File: config.mk
export PLATFORM = sky130hd
export DESIGN_NAME = step_sequencer
export DESIGN_NICKNAME = d
export VERILOG_FILES = /design/src/rtl/step_sequencer.sv
export SDC_FILE = /design/constraint.sdc
export NUM_CORES = 1
export LEC_CHECK = 0
export CAP_MARGIN = 20
export CORE_MARGIN = 3
export CORE_UTILIZATION = 45
export DETAILED_ROUTE_END_ITERATION = 8
export PLACE_DENSITY = 0.74
export SLEW_MARGIN = 20
export SYNTH_ARGS = -nofsm -noshare
export SYNTH_HDL_FRONTEND = slang
export SYNTH_SLANG_ARGS = --single-unit
File: constraint.sdc
create_clock -name clk -period 2.3 [get_ports clk]
set_clock_uncertainty 0.2 [all_clocks]
set_input_delay 0.23 -clock clk [delete_from_list [all_inputs] [get_ports clk]]
set_output_delay 0.23 -clock clk [all_outputs]
set_load 0.01 [all_outputs]
File: src/rtl/step_sequencer.sv
// T-state generator for the multicycle control unit: a 4-bit step counter with a one-hot
// decode, per-instruction length, stall hold, abort and back-to-back restart.
module step_sequencer #(
  parameter int unsigned CNT_W = 8
) (
  input  logic             clk,
  input  logic             rst,
  input  logic             start,
  input  logic [3:0]       end_step,
  input  logic             stall,
  input  logic             abort,
  output logic [15:0]      t,
  output logic [3:0]       step,
  output logic             busy,
  output logic             waiting,
  output logic             done,
  output logic [CNT_W-1:0] instr_cnt
);

  localparam logic [1:0] StIdle = 2'd0;
  localparam logic [1:0] StRun  = 2'd1;
  localparam logic [1:0] StHold = 2'd2;

  logic [1:0]       state_q, state_d;
  logic [3:0]       step_q, step_d;
  logic [3:0]       last_q, last_d;
  logic             done_q, done_d;
  logic [CNT_W-1:0] cnt_q, cnt_d;
  logic [15:0]      t_q, t_d;

  always_comb begin
    state_d = state_q;
    step_d  = step_q;
    last_d  = last_q;
    done_d  = 1'b0;
    cnt_d   = cnt_q;

    case (state_q)
      StIdle: begin
        if (start && !abort) begin
          state_d = StRun;
          step_d  = 4'd0;
          last_d  = end_step;
        end
      end
      StRun, StHold: begin
        if (abort) begin
          state_d = StIdle;
          step_d  = 4'd0;
        end else if (stall) begin
          state_d = StHold;
        end else if (step_q != last_q) begin
          state_d = StRun;
          step_d  = step_q + 4'd1;
        end else begin
          // Finishing edge: a pending start restarts at T0 with no idle gap.
          done_d = 1'b1;
          cnt_d  = cnt_q + CNT_W'(1);
          step_d = 4'd0;
          if (start) begin
            state_d = StRun;
            last_d  = end_step;
          end else begin
            state_d = StIdle;
          end
        end
      end
      default: begin
        state_d = StIdle;
        step_d  = 4'd0;
      end
    endcase

    t_d = (state_d != StIdle) ? (16'h0001 << step_d) : 16'h0000;
  end

  always_ff @(posedge clk or posedge rst) begin
    if (rst) begin
      state_q <= StIdle;
      step_q  <= 4'd0;
      last_q  <= 4'd0;
      done_q  <= 1'b0;
      cnt_q   <= '0;
      t_q     <= 16'h0000;
    end else begin
      state_q <= state_d;
      step_q  <= step_d;
      last_q  <= last_d;
      done_q  <= done_d;
      cnt_q   <= cnt_d;
      t_q     <= t_d;
    end
  end

  assign t         = t_q;
  assign step      = step_q;
  assign busy      = (state_q == StRun) || (state_q == StHold);
  assign waiting   = (state_q == StHold);
  assign done      = done_q;
  assign instr_cnt = cnt_q;

endmodule
=== Word level (Yosys, flattened, before mapping) ===
Cells that the tools add are included.

* Bits of input ports: 9
* Logic and storage cells: 51
* Output and inout bits: 31
* Register bits after elaboration: 35

* Reductions and logical operators: 9
* Equality and inequality tests: 8
* Bitwise operators: 3
* Shift-type cells: 1
* Add/sub/neg operators: 2
* Muxes and demuxes: 22

{| class="wikitable"
|+ Operators with widths
! cell !! number
|-
| $mux 4 || 9
|-
| $mux 16 || 1
|-
| $pmux 4 s2 || 2
|-
| $shl 1x4->16 const A || 1
|-
| $ne 2x2->1 const B || 5
|-
| $add 8x1->8 const B || 1
|-
| $mux 1 || 6
|-
| $mux 2 || 3
|-
| $reduce_and 6->1 || 1
|-
| $add 4x1->4 const B || 1
|-
| $ne 4x4->1 || 1
|-
| $pmux 2 s2 || 1
|-
| $reduce_and 4->1 || 1
|-
| $reduce_bool 2->1 || 2
|-
| $not 1->1 || 3
|-
| $eq 2x1->1 const B || 1
|-
| $eq 2x2->1 const B || 1
|-
| $logic_not 2->1 || 1
|-
| $reduce_or 2->1 || 1
|-
| $logic_and 1x1->1 || 1
|-
| $logic_not 1->1 || 1
|-
| $logic_or 1x1->1 || 1
|}

=== Logic depth before layout (Yosys ltp) ===
* Word-level depth: 7
* Depth in mapped cells: 8
* Gate-level depth less buffers: 7

=== Worst setup path before layout ===
No wires, ideal clock.

* Path kind: flip-flop to flip-flop
* From: reg state_q[1]
* To: reg cnt_q[1], in the netlist instr_cnt[1]
* Setup slack: 200 ps
* Clock period less this slack: 2,100 ps
* Data arrival time: 1,772 ps
* Library setup time: 128 ps
* Path buffers: 0
* Required time: 1,972 ps
* Cell stages (with the launch flop): 6
* Cell sequence: dfrtp_1 -> inv_1 -> ha_1 -> or3b_1 -> nor2_2 -> mux2_1

* Cells in the longest elaborated chain, start to end: 3
* Elaborated cells on any way between the ends: 4
* Classes of those cells: eq/ne (2); reduce/logical (2)

{| class="wikitable"
|+ Ends and longest elaborated chain
! element !! line !! text
|-
| start: declaration || 24 || <nowiki>logic [1:0] state_q, state_d;</nowiki>
|-
| start signal: assignment || 79 || <nowiki>state_q <= StIdle;</nowiki>
|-
| start signal: assignment || 86 || <nowiki>state_q <= state_d;</nowiki>
|-
| $eq 2x2->1 or $eq 2x1->1 (tied branches) || 38 || <nowiki>case (state_q)</nowiki>
|-
| $reduce_or 2->1 * || 38 ||
|-
| $reduce_and 4->1 (no source line) * || n/a ||
|-
| end signal: assignment || 90 || <nowiki>cnt_q <= cnt_d;</nowiki>
|-
| end: declaration || 28 || <nowiki>logic [CNT_W-1:0] cnt_q, cnt_d;</nowiki>
|}

Every way passes the cells marked *; elsewhere a longest branch is shown, timed or not.
A chain may end at the register's enable or synchronous reset.

=== Worst setup path after layout ===
Same ends and word-level chain as after synthesis.

==> report_table.html <==
<table>
<tr><th>Metric</th><th>Value</th></tr>
<tr><th colspan="2">Route</th></tr>
<tr><td>Detailed router's first-iteration violation count</td><td>48</td></tr>
<tr><td>Count of unresolved DRC violations after routing</td><td>0</td></tr>
<tr><td>Detailed Route WL</td><td>3550 um</td></tr>
<tr><td>Number of nets still failing antenna checks after routing</td><td>0</td></tr>
<tr><td>Number of iterations in the first detailed-routing pass</td><td>4</td></tr>
<tr><td>DR vias</td><td>1,255</td></tr>
<tr><td>Per-cell via count in the routed design</td><td>5.41</td></tr>
<tr><td>Average wire per standard cell</td><td>15.3 um</td></tr>
<tr><th colspan="2">Layout</th></tr>
<tr><td>Layout overhead on the synthesized area</td><td>38.9%</td></tr>
<tr><td>Count of fill cells added during filler insertion</td><td>266</td></tr>
<tr><td>Share of post-route cells with drive strength above 1</td><td>0.204</td></tr>
<tr><td>Final net count</td><td>199</td></tr>
<tr><td>Count of antenna diodes in the layout</td><td>0</td></tr>
<tr><td>Final design utilization</td><td>0.670</td></tr>
<tr><th colspan="2">Timing</th></tr>
<tr><td>Worst setup margin</td><td>89.2 ps</td></tr>
<tr><td>Final setup violation count</td><td>0</td></tr>
<tr><td>Final critical-path required period</td><td>2210 ps</td></tr>
<tr><td>Total Negative Setup Slacks</td><td>0 ps</td></tr>
<tr><td>Highest clock frequency the design can meet</td><td>0.452 GHz</td></tr>
<tr><td>RSZ-0062 raised after global routing</td><td>false</td></tr>
<tr><td>Max-slew violations</td><td>0</td></tr>
<tr><td>Portion of the clock cycle consumed by the worst path in the final layout</td><td>0.961</td></tr>
<tr><td>Measured slew at the worst slew-check pin</td><td>431 ps</td></tr>
<tr><td>Normalized max-slew margin</td><td>0.712</td></tr>
<tr><td>Hold Violations, Final</td><td>0</td></tr>
<tr><th colspan="2">Synthesis</th></tr>
<tr><td>Area share of the largest cell type after synthesis</td><td>0.528</td></tr>
<tr><td>Synthesis warning total</td><td>0</td></tr>
<tr><td>Number of synthesized flops with an enable pin</td><td>0</td></tr>
<tr><td>Async SR Flop Fraction</td><td>1.00</td></tr>
<tr><td>Compound-Gate Fraction of Synth Area</td><td>0.115</td></tr>
<tr><td>Top FF cell, synth</td><td>dfrtp_1</td></tr>
<tr><td>Total standard cell area after synthesis</td><td>1660 um^2</td></tr>
<tr><td>Share of synthesized cell area in full adder, half adder and majority cells</td><td>0.0377</td></tr>
<tr><td>Post-Synthesis Net Count</td><td>149</td></tr>
<tr><td>Post-Synth Simple-Gate Area</td><td>0.176</td></tr>
<tr><td>Sequential cell area fraction in the yosys report</td><td>0.528</td></tr>
<tr><td>Dominant cell type by area after synthesis</td><td>dfrtp_1</td></tr>
<tr><td>Gate count after technology mapping</td><td>135</td></tr>
<tr><td>Flops &amp; latches, synth</td><td>35</td></tr>
<tr><td>Dominant combinational cell family by area after synthesis</td><td>simple AND/OR/NAND/NOR gates</td></tr>
<tr><td>Average cell area after synthesis</td><td>12.3 um^2</td></tr>
<tr><td>Area contributors post-synth</td><td>dfrtp_1 53%, nor2_1 4.5%, ha_1 3.8%, xnor2_1 3.7%, mux2_4 3.6%</td></tr>
<tr><td>Number of distinct standard cells referenced by the synthesized netlist</td><td>39</td></tr>
<tr><td>Post-synthesis share of cell area spent on xor and xnor gates</td><td>0.0769</td></tr>
<tr><td>Share of cell area taken by muxes after synthesis</td><td>0.0490</td></tr>
<tr><th colspan="2">Global routing</th></tr>
<tr><td>Wire length of the first global-routing pass</td><td>6090 um</td></tr>
<tr><td>Global route total overflow</td><td>0</td></tr>
<tr><td>Global-route usage over all layers</td><td>0.181</td></tr>
<tr><td>Vias in the first global route</td><td>1,299</td></tr>
<tr><td>Number of antenna violations at the first check in global routing</td><td>0</td></tr>
<tr><td>Largest net degree at the start of global routing</td><td>36</td></tr>
<tr><th colspan="2">Floorplanning</th></tr>
<tr><td>Initial core utilization</td><td>0.482</td></tr>
<tr><td>Num ports</td><td>40</td></tr>
<tr><td>Horizontal extent of the die</td><td>66.7 um</td></tr>
<tr><td>Std cell rows</td><td>21</td></tr>
<tr><td>Height of the die</td><td>66.7 um</td></tr>
<tr><td>Floorplan die area</td><td>4450 um^2</td></tr>
<tr><td>Floorplan Core Area</td><td>3440 um^2</td></tr>
<tr><th colspan="2">Clock network</th></tr>
<tr><td>Maximum root-to-sink buffer count</td><td>2</td></tr>
<tr><td>Post-CTS Hold Buffers</td><td>0</td></tr>
<tr><td>CTS tree</td><td>built</td></tr>
<tr><td>Post-cts sizing count</td><td>0</td></tr>
<tr><td>CTS buffer count</td><td>5</td></tr>
<tr><td>H-tree depth</td><td>2</td></tr>
<tr><td>Insertion delay to the later sink of the worst-skew pair</td><td>280 ps</td></tr>
<tr><td>Count of buffers added by post-CTS timing repair for setup</td><td>0</td></tr>
<tr><td>Number of sinks driven by the clock tree</td><td>35</td></tr>
<tr><td>CTS root buf</td><td>clkbuf_8</td></tr>
<tr><td>Clock slew at the register clock pins of the worst setup and hold paths</td><td>70 ps</td></tr>
<tr><th colspan="2">Setup path</th></tr>
<tr><td>Kind of start point of the critical path</td><td>register</td></tr>
<tr><td>Endpoint arrival time on the critical path</td><td>2180 ps</td></tr>
<tr><td>Data required time at the worst endpoint</td><td>2270 ps</td></tr>
<tr><td>Kind of end point of the critical path</td><td>register</td></tr>
<tr><td>CP max FO</td><td>7</td></tr>
<tr><td>Start-to-end type of the worst setup path</td><td>reg -&gt; reg</td></tr>
<tr><td>FF-to-FF path depth</td><td>5</td></tr>
<tr><th colspan="2">Place</th></tr>
<tr><td>Worst setup timing slack at the placement stage</td><td>42.9 ps</td></tr>
<tr><td>Port-buffer cells</td><td>39</td></tr>
<tr><td>HPWL after DPL</td><td>2590 um</td></tr>
<tr><td>GP Congestion</td><td>0.921</td></tr>
<tr><th colspan="2">Run</th></tr>
<tr><td>Max-cap viol count</td><td>0</td></tr>
<tr><th colspan="2">Power and ir drop</th></tr>
<tr><td>Max rail drop VDD</td><td>0.000714 V</td></tr>
<tr><td>Total power per unit cell area</td><td>1030 nW/um^2</td></tr>
<tr><td>Standby leakage power</td><td>0.989 nW</td></tr>
<tr><th colspan="2">Run status</th></tr>
<tr><td>Status</td><td>complete, no violations</td></tr>
<tr><th colspan="2">Hold path</th></tr>
<tr><td>Worst min-delay path class</td><td>in -&gt; async</td></tr>
</table>
## stage by stage
| step | hold slack (ps) | cell area, um^2 | std cells | power, mW |
|---|---|---|---|---|
| finish | 155 | 2300 | 232 | 2.37 |
| global route | 192 | 2300 | 232 | 2.50 |
| floorplan | 178 | 1660 | 135 | 1.44 |
| global placement | 262 | 2140 | 224 | 1.70 |
| CTS | 165 | 2260 | 232 | 2.30 |
| detailed placement | 270 | 2140 | 224 | 1.74 |
## final timing paths
kind | from | end | slack (ps)
worst max register to register | state_q[1] | instr_cnt[1] | 90
worst max-delay path | state_q[1] | instr_cnt[1] | 90
worst min register to register | instr_cnt[7] | instr_cnt[7] | 270
worst min-delay path | rst | instr_cnt[5] | 160
max in group asynchronous | rst | last_q[0] | 1440
min in group clk | instr_cnt[7] | instr_cnt[7] | 270
## flip-flops by register name, indices dropped and copies added (netlist names)
name	count
instr_cnt	8
step	4
done	1
t	16
last_q	4
state_q	2
## per-layer routing
metal,wire length (um),part of all wire,global-route usage
met2,1680,0.47,0.286
met5,0,0,0
met3,189,0.053,0.0287
met1,1620,0.46,0.238
met4,60,0.017,0.0964
## power by group
| group | internal, mW | total [mW] | switching [mW] |
|---|---|---|---|
| registers | 0.712 | 0.801 | 0.0888 |
| clock network | 0.322 | 0.545 | 0.222 |
| logic | 0.499 | 1.02 | 0.523 |
## cell usage in the layout, fill, tap and decap left out, types with 5 or more instances in the layout
cell / count
xnor2_1: 7
dfrtp_1: 35
buf_4: 6
clkbuf_8: 5
nor2_1: 20
nand3_1: 5
clkdlybuf4s50_1: 39
## area by class of cell
type	instances	area, um^2	area share
Clock inverter	3	43.8	0.0190
Sequential cell	35	876	0.380
Inverter	5	18.8	0.00814
Clock buffer	5	68.8	0.0299
Timing Repair Buffer	45	435	0.189
Multi-Input combinational cell	93	805	0.349
Tap cell	46	57.6	0.0250
## cells in the mapped netlist, types with 4 or more instances
master,count
dfrtp_1,35
nor2_1,20
xnor2_1,7
nand3_1,6
ha_1,5
inv_1,5
a32o_1,4
mux2_4,4
nand2_1,4
o211ai_1,4
## kinds of logic (layout without fill, tap and decap cells)
logic type                 Yosys count  after routing
AOI/OAI and AO/OA                   18             18
DFF                                 35             35
muxes                                6              6
and+or+nand+nor                     52             52
buffers and inverters                7             58
xor gates and xnor gates            12             12
adders and majority gates            5              5
## worst max-delay path: stages, from the launching register on
cell and delay, ps:
dfrtp_1 400, inv_1 60, ha_2 380, or3b_4 430, nor2_2 270, mux2_1 350
(Power assumes the default switching activity.)
